File: src/rtl/cv32e40p_ft_breakage_monitor.sv
// cv32e40p_ft_breakage_monitor
//   Watches the per-replica mismatch flags coming out of a triplicated IF-stage
//   voter. It keeps one leaky-bucket counter per replica. When a counter reaches
//   BREAKING_THRESHOLD, that replica is marked permanently broken. Each newly
//   broken replica is then reported to the fault manager over a valid/ready
//   handshake, lowest index first.
//
// Ports
//   clk, rst          clock, synchronous active-high reset
//   en_i              monitor enable (counters hold when low, reporting still runs)
//   err_valid_i       err_i carries a voter comparison this cycle
//   err_i             bit r set: replica r disagreed with the majority
//   clear_i           synchronous soft clear of all monitor state
//   count_o           concatenated counters, replica 0 in the LSBs
//   broken_o          sticky broken flags
//   multi_fault_o     two or more replicas broken
//   report_valid_o    a broken-replica report is offered
//   report_ready_i    fault manager accepts the report
//   report_id_o       MODULE_ID of this sub-block
//   report_replica_o  index of the replica being reported

// Per-replica saturating leaky-bucket counter.
// hit_o flags that this update takes the count to or above the threshold.
module cv32e40p_ft_breakage_ctr #(
    parameter int unsigned COUNT_BIT          = 8,
    parameter int unsigned INCREMENT          = 1,
    parameter int unsigned DECREMENT          = 1,
    parameter int unsigned BREAKING_THRESHOLD = 3
) (
    input  logic                 clk,
    input  logic                 rst,
    input  logic                 clr_i,
    input  logic                 upd_i,
    input  logic                 err_i,
    output logic [COUNT_BIT-1:0] count_o,
    output logic                 hit_o
);
    localparam int unsigned        MAX_CNT     = 2**COUNT_BIT - 1;
    localparam logic [COUNT_BIT:0] MAX_W       = (COUNT_BIT+1)'(MAX_CNT);
    localparam logic [COUNT_BIT:0] INC_W       = (COUNT_BIT+1)'(INCREMENT);
    localparam logic [COUNT_BIT:0] DEC_W       = (COUNT_BIT+1)'(DECREMENT);
    localparam logic [COUNT_BIT:0] THR_W       = (COUNT_BIT+1)'(BREAKING_THRESHOLD);
    // A threshold above the counter range can never be reached.
    localparam bit                 NEVER_BREAK = (BREAKING_THRESHOLD > MAX_CNT);

    logic [COUNT_BIT-1:0] count_q;
    logic [COUNT_BIT:0]   cur, sum, nxt;

    // The extra MSB catches overflow before clamping, so the count never wraps.
    always_comb begin
        cur = {1'b0, count_q};
        sum = cur + INC_W;
        if (err_i) nxt = (sum > MAX_W) ? MAX_W : sum;
        else       nxt = (cur > DEC_W) ? (cur - DEC_W) : '0;
        hit_o = upd_i && !NEVER_BREAK && (nxt >= THR_W);
    end

    always_ff @(posedge clk) begin
        if (rst || clr_i) count_q <= '0;
        else if (upd_i)   count_q <= nxt[COUNT_BIT-1:0];
    end

    assign count_o = count_q;
endmodule

module cv32e40p_ft_breakage_monitor #(
    parameter int unsigned N_REPLICA          = 3,
    parameter int unsigned COUNT_BIT          = 8,
    parameter int unsigned INC_DEC_BIT        = 2,
    parameter int unsigned INCREMENT          = 1,
    parameter int unsigned DECREMENT          = 1,
    parameter int unsigned BREAKING_THRESHOLD = 3,
    parameter int unsigned MODULE_ID          = 0,
    parameter int unsigned ID_BIT             = 3
) (
    input  logic                           clk,
    input  logic                           rst,
    input  logic                           en_i,
    input  logic                           err_valid_i,
    input  logic [N_REPLICA-1:0]           err_i,
    input  logic                           clear_i,
    output logic [N_REPLICA*COUNT_BIT-1:0] count_o,
    output logic [N_REPLICA-1:0]           broken_o,
    output logic                           multi_fault_o,
    output logic                           report_valid_o,
    input  logic                           report_ready_i,
    output logic [ID_BIT-1:0]              report_id_o,
    output logic [$clog2(N_REPLICA)-1:0]   report_replica_o
);
    localparam int unsigned RW = $clog2(N_REPLICA);

    if (BREAKING_THRESHOLD > 2**COUNT_BIT - 1) begin : g_bad_threshold
        $error("BREAKING_THRESHOLD exceeds counter range: replicas can never break");
    end
    if (INCREMENT >= 2**INC_DEC_BIT || DECREMENT >= 2**INC_DEC_BIT) begin : g_bad_step
        $error("INCREMENT/DECREMENT do not fit in INC_DEC_BIT");
    end

    typedef enum logic {IDLE = 1'b0, REPORT = 1'b1} state_e;

    state_e                                state_q, state_d;
    logic [RW-1:0]                         rep_q, rep_d;
    logic [N_REPLICA-1:0]                  broken_q, broken_d;
    logic [N_REPLICA-1:0]                  pending_q, pending_d, pend_rem;
    logic [N_REPLICA-1:0]                  hit;
    logic                                  mf_q, mf_d;
    logic                                  upd_en;
    logic [N_REPLICA-1:0][COUNT_BIT-1:0]   cnt;

    assign upd_en = en_i & err_valid_i & ~clear_i;

    for (genvar r = 0; r < N_REPLICA; r++) begin : g_rep
        cv32e40p_ft_breakage_ctr #(
            .COUNT_BIT          (COUNT_BIT),
            .INCREMENT          (INCREMENT),
            .DECREMENT          (DECREMENT),
            .BREAKING_THRESHOLD (BREAKING_THRESHOLD)
        ) u_ctr (
            .clk     (clk),
            .rst     (rst),
            .clr_i   (clear_i),
            .upd_i   (upd_en & ~broken_q[r]),   // broken replicas are frozen
            .err_i   (err_i[r]),
            .count_o (cnt[r]),
            .hit_o   (hit[r])
        );
    end

    function automatic logic [RW-1:0] lowest(input logic [N_REPLICA-1:0] v);
        lowest = '0;
        for (int i = N_REPLICA - 1; i >= 0; i--)
            if (v[i]) lowest = RW'(i);
    endfunction

    // The report FSM only consumes pending bits already registered.
    // A break on the same edge is OR-ed in afterwards, so it is queued and never lost.
    always_comb begin
        state_d  = state_q;
        rep_d    = rep_q;
        pend_rem = pending_q;
        case (state_q)
            IDLE: begin
                if (|pending_q) begin
                    rep_d   = lowest(pending_q);
                    state_d = REPORT;
                end
            end
            REPORT: begin
                if (report_ready_i) begin
                    pend_rem = pending_q & ~(N_REPLICA'(1) << rep_q);
                    if (|pend_rem) rep_d = lowest(pend_rem);
                    else           state_d = IDLE;
                end
            end
            default: state_d = IDLE;
        endcase
        pending_d = pend_rem | hit;
        broken_d  = broken_q | hit;
    end

    always_comb begin
        int unsigned nb;
        nb = 0;
        for (int i = 0; i < N_REPLICA; i++)
            if (broken_d[i]) nb++;
        mf_d = (nb >= 2);
    end

    always_ff @(posedge clk) begin
        if (rst) begin
            state_q   <= IDLE;
            rep_q     <= '0;
            broken_q  <= '0;
            pending_q <= '0;
            mf_q      <= 1'b0;
        end else if (clear_i) begin
            state_q   <= IDLE;
            broken_q  <= '0;
            pending_q <= '0;
            mf_q      <= 1'b0;
        end else begin
            state_q   <= state_d;
            rep_q     <= rep_d;
            broken_q  <= broken_d;
            pending_q <= pending_d;
            mf_q      <= mf_d;
        end
    end

    assign count_o          = cnt;
    assign broken_o         = broken_q;
    assign multi_fault_o    = mf_q;
    assign report_valid_o   = (state_q == REPORT);
    assign report_id_o      = ID_BIT'(MODULE_ID);
    assign report_replica_o = rep_q;
endmodule

File: config.mk
export PLATFORM = sky130hd
export DESIGN_NAME = cv32e40p_ft_breakage_monitor
export DESIGN_NICKNAME = d
export VERILOG_FILES = /design/src/rtl/cv32e40p_ft_breakage_monitor.sv
export SDC_FILE = /design/constraint.sdc
export NUM_CORES = 1
export LEC_CHECK = 0
export ABC_AREA = 1
export BUFFER_PORTS_ARGS = -buffer_cell sky130_fd_sc_hd__buf_2
export CAP_MARGIN = 15
export CORE_MARGIN = 2
export CORE_UTILIZATION = 45
export DETAILED_ROUTE_END_ITERATION = 16
export GPL_TIMING_DRIVEN = 1
export PLACE_DENSITY = 0.7
export SKIP_CTS_REPAIR_TIMING = 1
export SLEW_MARGIN = 0
export SYNTH_ARGS = -nofsm -noshare
export SYNTH_HDL_FRONTEND = slang
export SYNTH_SLANG_ARGS = --single-unit
File: constraint.sdc
create_clock -name clk -period 2.4 [get_ports clk]
set_input_delay 0.48 -clock clk [delete_from_list [all_inputs] [get_ports clk]]
set_output_delay 0.48 -clock clk [all_outputs]
set_load 0.1 [all_outputs]
Yosys cells after proc, flatten, opt, wreduce, memory -nomap -nowiden
Index checks and enable logic that the tools add are counted.

Add/subtract/negate cells: 8. Magnitude comparators: 10. Eq/ne operators: 3. Shifts and indexed selects: 1. Multiplexer cells: 28. Bitwise operators: 14. Reduce and logical (&&, ||, !) cells: 8.

Operators by type and width (count): 9-bit two-way mux (9); 32-bit by 1-bit adder with 32-bit output (second input constant) (2); 32-bit two-way mux (2); 32-bit by 2-bit greater-or-equal comparator with 1-bit output (second input constant) (1); 8-bit by 1-bit adder with 9-bit output (second input constant) (3); 9-bit by 2-bit greater-or-equal comparator with 1-bit output (second input constant) (3); 9-bit by 8-bit > comparator with 1-bit output (second input constant) (3); 8-bit by 1-bit subtractor with 9-bit output (second input constant) (3); 8-bit by 1-bit > comparator with 1-bit output (second input constant) (3); 2-bit two-way mux (9); 3-bit two-way mux (2); 3-bit bitwise OR (2); 3-bit OR reduction (2); 1-bit AND (5); 1-bit NOT (5); 1-bit two-way mux (4); 2-bit != test (second input constant) (2); 2-bit one-hot mux with 2 select lines (1); 4-bit AND reduction (1); 3-bit AND (1); 1-bit logical AND (3); 3-bit NOT (1); 1-bit by 2-bit left shift with 3-bit output (first input constant) (1); 2-bit by 1-bit != test with 1-bit output (second input constant) (1); other kinds (3) (3).

Register bits after elaboration: 34. Input bits: 9. Output and inout port bits: 34. Word-level logic and storage cells: 80.

Depth between registers and ports, before layout
Word-level depth: 13. Depth in mapped cells: 21. Gate-level depth less buffers: 21.

Cells and area by module
From an unflattened synthesis, not the netlist that was laid out.

Cells, all modules: 511. Area, all modules: 3151.8 um2.

Modules (own cells, without submodules): cv32e40p_ft_breakage_ctr (times used 3, cells each 143, area an instance 869.6 um2, sequential area each 160.2 um2); cv32e40p_ft_breakage_monitor (times used 1, cells each 82, area an instance 543.0 um2, sequential area each 200.2 um2).

Worst setup path after synthesis
Ideal clock, no wire load.

Kind: register -> register. Start: register g_rep[1].u_ctr.count_q[0]. End: register mf_q, in the netlist multi_fault_o. Setup time: 112 ps. Data arrival time: 3125 ps. Required time: 2288 ps. Setup slack: -838 ps. Stages on the path, launching flop included: 20. Path buffers: 0. Period minus slack after synthesis: 3238 ps. Cells stage by stage: dfxtp_1 inv_1 ha_1 nand2_1 or2_1 nor3_2 nand3_2 nand3_2 nand3_1 nand2_1 nor2_1 nand2_1 nand2_2 nand2_1 inv_1 ha_1 inv_1 nand2_1 nand2_1 nand2_1.

Longest elaborated chain between the ends: 11. Elaborated cells on any way between the ends: 14. Classes of those cells: add/sub (3); order compare (4); mux (5); bitwise (1); reduce/logical (1).

RTL lines: from (decl) (line 46) `logic [COUNT_BIT-1:0] count_q;`; from (signal assigned) (line 60) `else if (upd_i) count_q <= nxt[COUNT_BIT-1:0];`; 8-bit by 1-bit adder with 9-bit output (line 52) `sum = cur + INC_W;`; 9-bit by 8-bit > comparator with 1-bit output (line 53) `if (err_i) nxt = (sum > MAX_W) ? MAX_W : sum;`; 9-bit two-way mux (line 53); 9-bit two-way mux (*) (line 53); 9-bit by 2-bit greater-or-equal comparator with 1-bit output (*) (line 55) `hit_o = upd_i && !NEVER_BREAK && (nxt >= THR_W);`; 1-bit logical AND (*) (line 55); 3-bit bitwise OR (*) (line 158) `broken_d = broken_q | hit;`; named net broken_d[1] (line 103) `logic [N_REPLICA-1:0] broken_q, broken_d;`; 32-bit two-way mux (*) (line 165) `if (broken_d[i]) nb++;`; 32-bit by 1-bit adder with 32-bit output (line 165); 32-bit two-way mux (*) (line 165); 32-bit by 2-bit greater-or-equal comparator with 1-bit output (*) (line 166) `mf_d = (nb >= 2);`; to (signal assigned) (line 186) `mf_q <= mf_d;`; to (decl) (line 106) `logic mf_q, mf_d;`.

Mark *: on every way through the listed nets, which the timed path passes. The rest lies on a longest branch. A chain may end at the register's enable or synchronous reset.

Worst setup path after layout
Ends and elaborated chain as after synthesis.

==> reports/qor.txt <==
Worst slew margin: 0.542
vias per cell: 5.23
row count: 29
Avg Inst Size Synth: 6.07 um^2
flop2flop setup slack: -0.09 ns
Fin. Hold Viols: 0
leading cell types in the layout, fill and taps excluded: 113 x nand2_1, 69 x inv_1, 42 x nand3_1
Critical Path Max Stage Delay: 0.41 ns
Max-Cap Viols: 0
post-DP HPWL: 5660 um
Seq/Total Area, Yosys: 0.227
Clock transition at path regs: 0.07 ns
Critical Path RT: 2.58 ns
setup ws final: -0.0922 ns
gpl congestion: 0.869
R2R Path End: multi_fault_o
Max Freq: 401 MHz
crit end category: flop
violated checks: setup timing
RR Startpoint: g_rep[1].u_ctr.count_o[0]
most used cell, CP: nand2_1
Final Cycle Share: 1.04
CP max-delay cell: dfxtp_4
number of detailed-route iterations in the first pass: 5
Mapped Cells: 493
Slew Viols, Final: 0
WL per Instance: 12.2 um
ANT nets after route: 0
gr usage total: 0.202
Filler cells: 630
outcome: finished with violations
Die H: 85.6 um
skew final: 0.00505 ns
CTS tree: yes
CP Max Fanout: 6
Die X-Extent: 85.6 um
Data arrival, critical path: 2.67 ns
Num CTS Buffers: 5
DRC: 0
hold_ws: 0.382 ns
Yosys warnings: 0
initial antenna violation count: 0
Pwr per Cell Area: 413 nW/um^2
multi-input combinational cell area: 2050 um^2
Top delay family on crit path: simple AND/OR/NAND/NOR gates
sequential cell area: 726 um^2
setup_tns: -0.0922 ns
RSZ-0062 raised after global routing: yes
largest net degree at the start of global routing: 22
H-tree depth: 2
Hold WC Path Type: in2reg
die area: 7320 um^2
vias: 3,274
# diodes: 0
Clock Tree Root: clkbuf_8
slew of the pin with the lowest slew margin: 0.686 ns
Leak: 1.92 nW
I/O Buffers: 39
final setup violation count: 1
# nets final: 571
Startpoint Class: flop
first-pass GRT wire length: 12,400 um
hold path endpoint: report_replica_o[1]
Post-Route WL: 7640 um
Skew-Pair Late Insertion Delay: 0.28 ns
Tmin final: 2.49 ns
synth-to-layout area growth: 22.2%
commonest non-fill, non-tap cell in the layout: nand2_1
CTS sink cnt: 34
worst path bufs/invs: 3
floorplan core area: 6390 um^2
reg2reg path depth: 19
CP Cell Sequence: inv_6, ha_4, nand2_1, or2_1, nor3_2, nand3_2, nand4_1, nand2_1, nand2_2, nor2_2, nand2_1, nand2_2, nand2_2, inv_2, ha_4, inv_2, nand2_2, nand2_1, nand2_1
fraction of layout cells with a size suffix above 1: 0.260
Max rail drop VDD: 0.239 mV
aggregate global routing overflow: 0
vias in the first global route: 2,821
num ports: 43
kind of critical path: reg2reg
Worst Hold Depth: 2
Distinct cells, synth: 36
Starting Density: 0.469
worst hold start: rst
synthesized area: 2990 um^2
DRT iter0 DRCs: 158
post-synthesis register bit count: 34
CTS max path bufs: 2
==> worst register-to-register path: cells and delay by family (launching register included) <==
kind | cells | cell delay, ns
adder cells (fa/ha/maj) | 2 | 0.50
AND/OR/NAND/NOR | 14 | 1.34
buffers and inverters | 3 | 0.16
flip-flops | 1 | 0.41
==> sequential cells by signal, summed over array words and instances (netlist names) <==
signal,flops
broken_o,3
g_rep.u_ctr.count_o,24
multi_fault_o,1
pending_q,3
report_replica_o,2
report_valid_o,1
==> cells by family (layout without fill, tap and decap cells) <==
logic type               Yosys count  in the layout  synth area share
flip-flops                        34             34             0.227
AND/OR/NAND/NOR                  252            252             0.391
XOR/XNOR                          14             14            0.0410
other                              1              3           0.00125
buffers and inverters             95            149             0.128
adder cells (fa/ha/maj)           14             14            0.0585
AO/OA/AOI/OAI                     83             83             0.153
==> metal layers <==
metal / part of all wire / global-route usage / up-vias / wire, um
met1: 0.46 / 0.260 / 1494 / 3520
met4: 0.0089 / 0.0519 / 0 / 68
met5: 0 / 0 / - / 0
met3: 0.042 / 0.0221 / 8 / 320
met2: 0.49 / 0.360 / 82 / 3730
li1: - / - / 1690 / -
==> worst max path at each step <==
stage | from | cells past startpoint | to
floorplan | g_rep[1].u_ctr.count_o[0] | 20 | multi_fault_o
global placement | g_rep[0].u_ctr.count_o[0] | 19 | multi_fault_o
detailed placement | g_rep[0].u_ctr.count_o[0] | 19 | multi_fault_o
CTS | g_rep[0].u_ctr.count_o[0] | 19 | multi_fault_o
global route | g_rep[1].u_ctr.count_o[0] | 19 | multi_fault_o
finish | g_rep[1].u_ctr.count_o[0] | 19 | multi_fault_o
==> Yosys cell counts, drive strengths merged <==
library cell | count | area (um^2)
clkbuf | 6 | 22.5
ha | 14 | 175
nand2 | 126 | 488
inv | 78 | 293
conb | 1 | 3.75
o21bai | 1 | 7.51
nand4 | 14 | 93.8
nor3 | 6 | 50.1
a21oi | 29 | 153
o22ai | 1 | 6.26
o31ai | 3 | 22.5
o21a | 1 | 7.51
or2 | 2 | 12.5
nor2 | 53 | 234
xor2 | 12 | 105
xnor2 | 2 | 17.5
a31oi | 1 | 6.26
nor4 | 1 | 6.26
nand3 | 50 | 285
o21ai | 39 | 195
o211ai | 5 | 37.5
buf | 10 | 65.1
clkinv | 1 | 3.75
dfxtp | 34 | 681
a211oi | 3 | 22.5
==> metrics by stage <==
stage	cell area, um^2	total power, mW	utilization	cells	worst slack, ns
after floorplan	3080	0.925	-	495	-0.0835
after global placement	3360	0.995	0.527	606	-0.0153
after detailed placement	3360	0.998	0.527	606	-0.0764
after CTS	3470	1.48	0.544	614	-0.0939
after global routing	3660	1.59	0.573	626	-0.275
final	3660	1.51	0.573	626	-0.0922
==> report_power, final <==
group	switching, mW	leakage [nW]	internal, mW	total, mW
clock	0.196	0.0575	0.290	0.486
combinational	0.301	1.58	0.128	0.429
sequential	0.0234	0.287	0.571	0.594
total	0.521	1.92	0.989	1.51
==> layout make-up <==
type,instances,share of cell area
multi-input cells,366,0.560
flip-flops and latches,34,0.198
repair buffers,62,0.102
inverters,79,0.0838
clock buffers,8,0.0301
well taps,77,0.0263
No activity file was read; power rests on OpenSTA's default activity.
